`config.mk`:
```
export PLATFORM = sky130hd
export DESIGN_NAME = bcd_scan_display
export DESIGN_NICKNAME = d
export VERILOG_FILES = /design/src/rtl/bcd_scan_display.sv
export SDC_FILE = /design/constraint.sdc
export NUM_CORES = 1
export LEC_CHECK = 0
export ABC_CLOCK_PERIOD_IN_PS = 3700
export CORE_MARGIN = 3
export CORE_UTILIZATION = 45
export CTS_CLUSTER_DIAMETER = 200
export CTS_CLUSTER_SIZE = 12
export DETAILED_ROUTE_END_ITERATION = 12
export GPL_TIMING_DRIVEN = 0
export PLACE_DENSITY_LB_ADDON = 0.15
export REMOVE_ABC_BUFFERS = 1
export SLEW_MARGIN = 30
export SYNTH_ARGS = -nofsm -noshare
export SYNTH_HDL_FRONTEND = slang
export SYNTH_SLANG_ARGS = --single-unit
```
`constraint.sdc`:
```
create_clock -name clk -period 3.7 [get_ports clk]
set_input_delay 0.555 -clock clk [delete_from_list [all_inputs] [get_ports clk]]
set_output_delay 0.555 -clock clk [all_outputs]
set_load 0.05 [all_outputs]
```
`src/rtl/bcd_scan_display.sv`:
```
// bcd_scan_display: scans four BCD stopwatch digits onto a multiplexed 7-segment display as "SS.th".
// Optional leading-zero blanking of the ten-seconds digit is enabled by defining BCD_SCAN_LZ_BLANK_EN.

module bcd_scan_display #(
  parameter int CLK_DIV        = 65000,
  parameter int BLANK_CYCLES   = 1300,
  parameter int SEG_ACTIVE_LOW = 1,
  parameter int AN_ACTIVE_LOW  = 1
) (
  input  logic       clk,
  input  logic       reset_n,
  input  logic       enable,
  input  logic [3:0] hundredths_counter,
  input  logic [3:0] tenths_counter,
  input  logic [3:0] seconds_counter,
  input  logic [3:0] ten_seconds_counter,
  output logic [6:0] seg,
  output logic       dp,
  output logic [3:0] an
);

  localparam int            PW          = $clog2(CLK_DIV);
  localparam logic [PW-1:0] LAST_COUNT  = PW'(CLK_DIV - 1);
  localparam logic [PW-1:0] BLANK_COUNT = PW'(BLANK_CYCLES);
  localparam logic          SEG_INV     = (SEG_ACTIVE_LOW != 0);
  localparam logic          AN_INV      = (AN_ACTIVE_LOW != 0);
  localparam logic [6:0]    SEG_OFF     = {7{SEG_INV}};
  localparam logic [3:0]    AN_OFF      = {4{AN_INV}};

  // Active-high glyphs, bit order {g,f,e,d,c,b,a}; illegal BCD shows a dash
  function automatic logic [6:0] glyph(input logic [3:0] value);
    case (value)
      4'd0:    glyph = 7'h3F;
      4'd1:    glyph = 7'h06;
      4'd2:    glyph = 7'h5B;
      4'd3:    glyph = 7'h4F;
      4'd4:    glyph = 7'h66;
      4'd5:    glyph = 7'h6D;
      4'd6:    glyph = 7'h7D;
      4'd7:    glyph = 7'h07;
      4'd8:    glyph = 7'h7F;
      4'd9:    glyph = 7'h6F;
      default: glyph = 7'h40;
    endcase
  endfunction

  logic [PW-1:0] prescaler;
  logic [1:0]    digit_idx;
  logic          enable_q;
  logic [3:0]    shadow    [4];
  logic [3:0]    digit_in  [4];
  logic [3:0]    view      [4];
  logic          slot_end;
  logic          first_load;
  logic          frame_load;
  logic          show_digit;
  logic [3:0]    cur_digit;
  logic [3:0]    an_onehot;

  assign digit_in[0] = hundredths_counter;
  assign digit_in[1] = tenths_counter;
  assign digit_in[2] = seconds_counter;
  assign digit_in[3] = ten_seconds_counter;

  assign slot_end   = (prescaler == LAST_COUNT);
  assign first_load = enable && !enable_q;
  assign frame_load = first_load || (enable && slot_end && (digit_idx == 2'd3));

  // On the snapshot cycle after enable rises, decode the fresh inputs so slot 0 never shows stale data
  always_comb begin
    for (int i = 0; i < 4; i++) begin
      view[i] = first_load ? digit_in[i] : shadow[i];
    end
  end

  assign cur_digit = view[digit_idx];

  always_comb begin
    show_digit = (prescaler >= BLANK_COUNT);
`ifdef BCD_SCAN_LZ_BLANK_EN
    if ((digit_idx == 2'd3) && (view[3] == 4'd0)) begin
      show_digit = 1'b0;
    end
`endif
    an_onehot = show_digit ? (4'b0001 << digit_idx) : 4'b0000;
  end

  // Outputs are registered from the pre-edge scan state, so pins trail the prescaler by one cycle
  always_ff @(posedge clk or negedge reset_n) begin
    if (!reset_n) begin
      prescaler <= '0;
      digit_idx <= '0;
      enable_q  <= 1'b0;
      for (int i = 0; i < 4; i++) begin
        shadow[i] <= '0;
      end
      seg <= SEG_OFF;
      dp  <= SEG_INV;
      an  <= AN_OFF;
    end else begin
      enable_q <= enable;
      if (frame_load) begin
        for (int i = 0; i < 4; i++) begin
          shadow[i] <= digit_in[i];
        end
      end
      if (enable) begin
        if (slot_end) begin
          prescaler <= '0;
          digit_idx <= digit_idx + 2'd1;
        end else begin
          prescaler <= prescaler + PW'(1);
        end
        seg <= glyph(cur_digit) ^ SEG_OFF;
        dp  <= (digit_idx == 2'd2) ^ SEG_INV;
        an  <= an_onehot ^ AN_OFF;
      end else begin
        prescaler <= '0;
        digit_idx <= '0;
        seg       <= SEG_OFF;
        dp        <= SEG_INV;
        an        <= AN_OFF;
      end
    end
  end

endmodule

```
Word-level counts from Yosys, hierarchy flattened
Memories as Yosys holds them, arrays and structs flattened.
Cells that the tools add are included.
{"block": "totals", "register_bits": 47, "rom_bits": 112, "input_bits": 19, "out_inout_bits": 12, "elab_cells": 45, "mem_count": 1}
{"memory": "(no name shown)", "depth": 16, "word_bits": 7, "read_ports": 1, "rd_ports_with_merged_regs": 0, "wr": 0, "line_no": "32", "rtl": "case (value)"}
{"block": "op_classes", "n_addsub": 2, "magnitude_cmp": 2, "n_eq_ne": 4, "shift": 1, "muxes": 16, "n_bitwise": 4, "reduce_logical": 5}
{"cell": "$mux 16", "count": 2}
{"cell": "$mux 4", "count": 8}
{"cell": "$add 16x1->16 const B", "count": 1}
{"cell": "$eq 16x16->1 const B", "count": 1}
{"cell": "$ge 16x11->1 const B", "count": 1}
{"cell": "$mux 7", "count": 2}
{"cell": "$bmux 4 s2", "count": 1}
{"cell": "$not 7->7", "count": 1}
{"cell": "$eq 2x2->1 const B", "count": 2}
{"cell": "$mux 2", "count": 2}
{"cell": "$not 4->4", "count": 1}
{"cell": "$shl 1x2->4 const A", "count": 1}
{"cell": "$ge 3x3->1 const B", "count": 1}
{"cell": "$logic_and 1x1->1", "count": 3}
{"cell": "$not 2->3", "count": 1}
{"cell": "$add 2x1->2 const B", "count": 1}
{"cell": "$ne 2x1->1 const B", "count": 1}
{"cell": "$logic_not 1->1", "count": 1}
{"cell": "$logic_or 1x1->1", "count": 1}
{"cell": "$mux 1", "count": 1}
{"cell": "$not 1->1", "count": 1}

Depth between registers and ports, before layout
Gate-level depths: netlist of run 1.
An unclocked memory read counts as a cell.
{"block": "logic_depth", "depth_word": 10, "ltp_mapped": 9, "ltp_nobuf": 8}

Worst setup path before layout of run 1
OpenSTA, ideal clock, no wires.
{"block": "synth_timing", "path_kind": "input -> register", "from": "in enable", "to": "reg seg[1]", "setup_ns": 0.079, "arrival_ns": 2.122, "t_required_ns": 3.621, "slack_ns": 1.500, "cell_stages": 8, "n_path_buf": 1, "cell_sequence": "nand2b_1 -> buf_6 -> mux4_1 -> mux2i_1 -> ha_1 -> inv_1 -> a21oi_1 -> o21ai_0"}
{"block": "synth_between", "elab_chain_cells": 9, "elab_cells_between_ends": 12, "cone_classes": "9 x mux; 1 x bitwise; 1 x reduce/logical; 1 x memory"}
{"element": "start, declared", "line_no": "12", "rtl": "input logic enable,"}
{"element": "$logic_and 1x1->1", "line_no": "66", "rtl": "assign first_load = enable && !enable_q;"}
{"element": "$mux 4", "line_no": "72", "rtl": "view[i] = first_load ? digit_in[i] : shadow[i];"}
{"element": "$bmux 4 s2", "line_no": "76", "rtl": "assign cur_digit = view[digit_idx];"}
{"element": "$mux 4 (implied by the code) (2 in series)", "line_no": "76"}
{"element": "$mem_v2 16x7"}
{"element": "$mux 7", "line_no": "107", "rtl": "if (enable) begin"}
{"element": "$not 7->7 (no line)"}
{"element": "$mux 7 *", "line_no": "107"}
{"element": "end signal, assigned", "line_no": "114", "rtl": "seg <= glyph(cur_digit) ^ SEG_OFF;"}
{"element": "end, declared", "line_no": "17", "rtl": "output logic [6:0] seg,"}
Every way passes the cells marked *; elsewhere a longest branch is shown, timed or not. The select of a mux whose other input is x is not followed.
A chain may end at the register's enable or synchronous reset.

Worst setup path after layout of run 1
Ends and elaborated chain as after synthesis.

==> key figures, run 1 <==
Worst setup path
  – Crit-path cells: clkdlybuf4s50_1, nand2b_1, mux4_1, mux2i_1, ha_1, inv_1, a21oi_1, o21ai_0
  – Critical path buffers and inverters: 2
  – CP peak stage delay: 0.68 ns
  – CP required: 3.93 ns
  – Critical path class: in2reg
  – CP max stage cell: clkdlybuf4s50_1
  – CP startpoint kind: primary input
  – Top Family by Delay on Critical Path: multiplexers
  – Data arrival time of the critical path: 3.43 ns
  – CP max FO: 16
  – Critical path capture point type: register

STA
  – RSZ-0062 raised after global routing: false
  – Fmax: 0.312 GHz
  – Hold slack: 0.243 ns
  – Final Hold Viols: 0
  – Fin crit period: 3.20 ns
  – Final setup viols: 0
  – Final Cycle Share: 0.865
  – Worst Max-Slew Pin Slew: 0.838 ns
  – Setup tns final: 0 ns
  – Clock skew: 0.00759 ns
  – Slew Viols, Final: 0
  – Max-slew headroom: 0.441

Yosys
  – Mapped Cells: 206
  – Ys async rst share: 1.00
  – #FFs+latches synth: 47
  – Ys Warns: 0
  – Predominant post-synthesis flop cell: dfrtp_1
  – Syn Std Cell Area: 2480 um2
  – Post-synth EDFFs: 0
  – Synth cell types: 38
  – Post-synthesis sequential area ratio: 0.481
  – Average size of a mapped cell: 12.0 um2

Route
  – Post-route ant nets: 0
  – Total length of routed wires: 4410 um
  – Routed WL per cell: 14.3 um
  – Via count: 1591
  – Vias/cell: 5.17
  – DRC viols: 0
  – Detailed Routing Iterations Pass 1: 4
  – DRT iter0 DRCs: 67

Finish
  – Share of cells above drive strength 1: 0.197
  – Nets: 267
  – Most frequent cells in the layout: dfrtp_1 (35), clkdlybuf4s50_1 (29), nor2_1 (25)
  – # diodes: 0
  – Area grow syn2layout: 18.3%
  – # fillers: 479
  – Commonest non-fill, non-tap cell in the layout: dfrtp_1

GRT
  – Initial antenna violation count: 0
  – Tot GR Track Use: 0.153
  – Global-route wire length before repair: 7600 um
  – Global route total overflow: 0
  – Largest net degree at the start of global routing: 48
  – Vias in the first global route: 1513

Power
  – Worst VDD drop: 180 uV
  – LEAKAGE: 0.00127 uW
  – PwrDens: 410 nW/um2

Clock tree
  – Post-CTS Resized: 0
  – CTS root buf: clkbuf_8
  – Clock Pin Slew Worst Setup and Hold Paths: 0.09 ns
  – Clock Sinks: 47
  – TritonCTS Buffers: 5
  – Worst-Skew Late Latency: 0.30 ns
  – CTS tree: done
  – CTS Hold Bufs: 0
  – Maximum clock insertion buffer count: 2
  – H-Tree Depth: 2
  – Setup Fix Bufs, Post-CTS: 0

Place
  – Port bufs: 30
  – Detailed Place HPWL: 3030 um
  – RD Place Congestion: 0.783

Outcome
  – Status: completed

Die
  – Total die area: 6430 um2
  – Die X: 80.2 um
  – Core ar.: 5200 um2
  – Initial Util: 0.476
  – Die height: 80.2 um
  – # rows: 26
  – I/O pins: 31

Flow run
  – Max-cap violation count: 0

Min path
  – Worst min path class: in2async
## per-layer routing
layer | up-vias | GRT usage | routed length [um]
met2 | 27 | 0.209 | 1870
met1 | 772 | 0.233 | 2300
met4 | 0 | 0.0608 | 73
li1 | 784 | - | -
met3 | 8 | 0.0325 | 163
met5 | - | 0 | 0
## cells in the mapped netlist (all sizes together), types with 6 or more instances
master  count  share of area
ha         11          0.056
inv        12          0.018
nand2      11          0.017
dfrtp      35           0.35
xnor2       7          0.025
dfstp      12           0.13
mux4        6          0.062
nor2       25          0.038
nand3       9          0.018
xor2        8          0.028
mux2       20           0.11
## path summary, 6_finish.rpt
check	startpoint	to	slack, ns	cells past startpoint
setup / recovery	enable	seg[1]$_DFF_PN1_	0.50	8
hold / removal	reset_n	prescaler[0]$_DFF_PN0_	0.24	1
setup reg to reg	enable_q$_DFF_PN0_	seg[1]$_DFF_PN1_	1.11	7
hold reg to reg	shadow[3]$_DFFE_PN0P_	shadow[3]$_DFFE_PN0P_	0.50	1
max in group asynchronous	reset_n	shadow[11]$_DFFE_PN0P_	3.05	1
min in group clk	shadow[3]$_DFFE_PN0P_	shadow[3]$_DFFE_PN0P_	0.50	1
## power breakdown
group / total [uW] / switching, uW / internal (uW) / leakage (uW)
Combinational: 231 / 120 / 110 / 0.000634
Clock: 390 / 172 / 219 / 0.0000612
Sequential: 582 / 19.2 / 562 / 0.000575
Total: 1200 / 311 / 891 / 0.00127
## registers in the layout, indices dropped and copies added, names as in the netlist
name and count:
enable_q 1, dp 1, seg 7, an 4
shadow 16, prescaler 16, digit_idx 2
## kinds of logic after synthesis
| kind of cell | synth area share |
|---|---|
| multiplexers | 0.183 |
| AO/OA/AOI/OAI | 0.0586 |
| XOR/XNOR | 0.0530 |
| flip-flops | 0.481 |
| adder cells (fa/ha/maj) | 0.0555 |
| buffers and inverters | 0.0384 |
| AND/OR/NAND/NOR | 0.131 |
## per-stage QoR
stage           util  total power, uW  setup WS, ns  std cells  cell area, um2
2_1_floorplan      -              746          1.41        200            2430
3_3_place_gp   0.541              822         0.169        300            2820
3_5_place_dp   0.541              824         0.167        300            2810
4_1_cts        0.563             1220         0.495        308            2930
5_1_grt        0.563             1260         0.210        308            2930
6_report       0.563             1200         0.499        308            2930
## cell type report
type                            count  area (um2)  area share
Multi-Input combinational cell    141        1190       0.407
Sequential cell                    47        1190       0.406
Timing Repair Buffer               30         298       0.102
Tap cell                           70        87.6      0.0299
Clock buffer                        6        82.6      0.0282
Inverter                           12        45.0      0.0154
Clock inverter                      2        35.0      0.0120
Power figures use the tool's default switching activity.
==> run 2, diff against run 1 <==
--- a/config.mk
+++ b/config.mk
@@ -6,6 +6,8 @@
 export NUM_CORES = 1
 export LEC_CHECK = 0
 export ABC_CLOCK_PERIOD_IN_PS = 3700
+export CELL_PAD_IN_SITES_DETAIL_PLACEMENT = 1
+export CELL_PAD_IN_SITES_GLOBAL_PLACEMENT = 1
 export CORE_MARGIN = 3
 export CORE_UTILIZATION = 45
 export CTS_CLUSTER_DIAMETER = 200
==> key figures, run 2 (synthesis gave the netlist of run 1 again) <==
Flow run
  – Max-cap violation count: 0

Route
  – Routed WL per cell: 18.4 um
  – Post-route ant nets: 0
  – Vias/cell: 5.47
  – DRC viols: 0
  – Via count: 1685
  – Total length of routed wires: 5670 um
  – DRT iter0 DRCs: 44
  – Detailed Routing Iterations Pass 1: 4

Finish
  – Area grow syn2layout: 18.4%
  – Multi-input gate area: 1190 um2
  – # fillers: 541
  – Post-Layout Cell Count: 308
  – Nets: 267
  – Commonest non-fill, non-tap cell in the layout: dfrtp_1
  – Most frequent cells in the layout: dfrtp_1 (35), clkdlybuf4s50_1 (29), nor2_1 (25)
  – # diodes: 0
  – Biggest regs: prescaler: 16 flops, shadow: 16 flops, seg: 7 flops
  – Share of cells above drive strength 1: 0.202
  – Total area of sequential cells: 1190 um2

GRT
  – Global-route wire length before repair: 9580 um
  – Vias in the first global route: 1890
  – Global route total overflow: 0
  – Largest net degree at the start of global routing: 48
  – Tot GR Track Use: 0.200
  – Initial antenna violation count: 0

Worst setup path
  – CP startpoint kind: primary input
  – R2R depth: 7
  – CP max stage cell: clkdlybuf4s50_1
  – Reg2reg end: seg[3]$_DFF_PN1_
  – CP max FO: 16
  – Worst r2r src: enable_q$_DFF_PN0_
  – Critical path buffers and inverters: 2
  – Cell mode on critical path: mux2i_1
  – Top Family by Delay on Critical Path: multiplexers
  – Critical path class: in2reg
  – Critical path capture point type: register
  – Data arrival time of the critical path: 3.51 ns
  – CP peak stage delay: 0.72 ns
  – R2r setup slk: 1.01 ns
  – CP required: 3.87 ns
  – Crit-path cells: clkdlybuf4s50_1, nand2b_2, mux4_1, mux2i_1, inv_1, ha_1, mux2i_1, a32oi_1

Power
  – Switching Share: 0.269
  – LEAKAGE: 0.00127 uW
  – Logic pwr share: 0.202
  – Worst VDD drop: 266 uV
  – Sequential Power Share: 0.478
  – PwrDens: 416 nW/um2
  – Clock share of power: 0.320
  – Switching power of the nets: 329 uW
  – Internal power: 893 uW

Clock tree
  – CTS tree: done
  – Worst-Skew Late Latency: 0.30 ns
  – Clock Pin Slew Worst Setup and Hold Paths: 0.08 ns
  – Clock Sinks: 47
  – Setup Fix Bufs, Post-CTS: 0
  – H-Tree Depth: 2
  – CTS root buf: clkbuf_8
  – Maximum clock insertion buffer count: 2
  – TritonCTS Buffers: 5

STA
  – Setup tns final: 0 ns
  – Clock skew: 0.00796 ns
  – Max-slew headroom: 0.444
  – Final Hold Viols: 0
  – Fmax: 0.300 GHz
  – Worst Max-Slew Pin Slew: 0.834 ns
  – Final setup viols: 0
  – Fin crit period: 3.34 ns
  – Final WS setup: 0.364 ns
  – Slew Viols, Final: 0
  – RSZ-0062 raised after global routing: false
  – Final Cycle Share: 0.902

Place
  – Port bufs: 30
  – Detailed Place HPWL: 4120 um
  – Pre-CTS setup slack: 0.0604 ns
  – Inst Count DP: 300
  – RD Place Congestion: 0.817

Die
  – Core ar.: 5200 um2
  – Total die area: 6430 um2
  – I/O pins: 31
  – Initial Util: 0.476
  – Die X: 80.2 um
  – Die height: 80.2 um
  – # rows: 26

Min path
  – Worst min path class: in2async

Outcome
  – Status: completed
run 2: cell types whose count changed in the layout (fill, tap and decap cells not counted):
cell	change
nand2b_1	-1
nand2b_2	+1
run 2: power groups by stage:
| stage | combinational [uW] | sequential [uW] | clock, uW |
|---|---|---|---|
| 5_1_grt | 268 | 589 | 423 |
| 3_3_place_gp | 230 | 589 | 0 |
| 3_5_place_dp | 244 | 594 | 0 |
| 4_1_cts | 251 | 584 | 402 |
| 6_report | 247 | 584 | 391 |
| 2_1_floorplan | 114 | 632 | 0 |
run 2: per-layer routing:
metal	wire, um	global-route usage	up-vias
li1	-	-	785
met5	0	0	-
met3	179	0.0426	13
met4	148	0.0861	0
met2	2940	0.342	34
met1	2410	0.242	853
run 2: layout make-up:
| class | count | share of cell area |
|---|---|---|
| clock inverters | 2 | 0.0119 |
| inverters | 12 | 0.0154 |
| clock buffers | 6 | 0.0281 |
| multi-input cells | 141 | 0.407 |
| flip-flops and latches | 47 | 0.406 |
| repair buffers | 30 | 0.101 |
| well taps | 70 | 0.0299 |
run 2: metrics by stage:
stage	instance area [um2]	power, uW	hold WS [ns]	util
after floorplan	2430	746	0.259	-
after global placement	2820	819	0.479	0.541
after detailed placement	2810	838	0.492	0.541
after CTS	2930	1240	0.265	0.563
after global routing	2930	1280	0.288	0.564
final	2930	1220	0.248	0.564
run 2: worst max path at each step:
stage	slack [ns]	cells past startpoint	startpoint	endpoint
final	0.36	8	enable	seg[3]$_DFF_PN1_
after global routing	0.16	8	enable	seg[3]$_DFF_PN1_
after CTS	0.19	8	enable	seg[3]$_DFF_PN1_
after detailed placement	0.06	8	enable	seg[3]$_DFF_PN1_
after global placement	0.21	8	enable	seg[1]$_DFF_PN1_
after floorplan	1.41	7	enable	seg[1]$_DFF_PN1_
run 2: what timing repair did:
item,CTS,global route
resized for setup,0,1
endpoints found under the setup margin,0,1
hold buffers,0,0
endpoints found under the hold margin,0,0
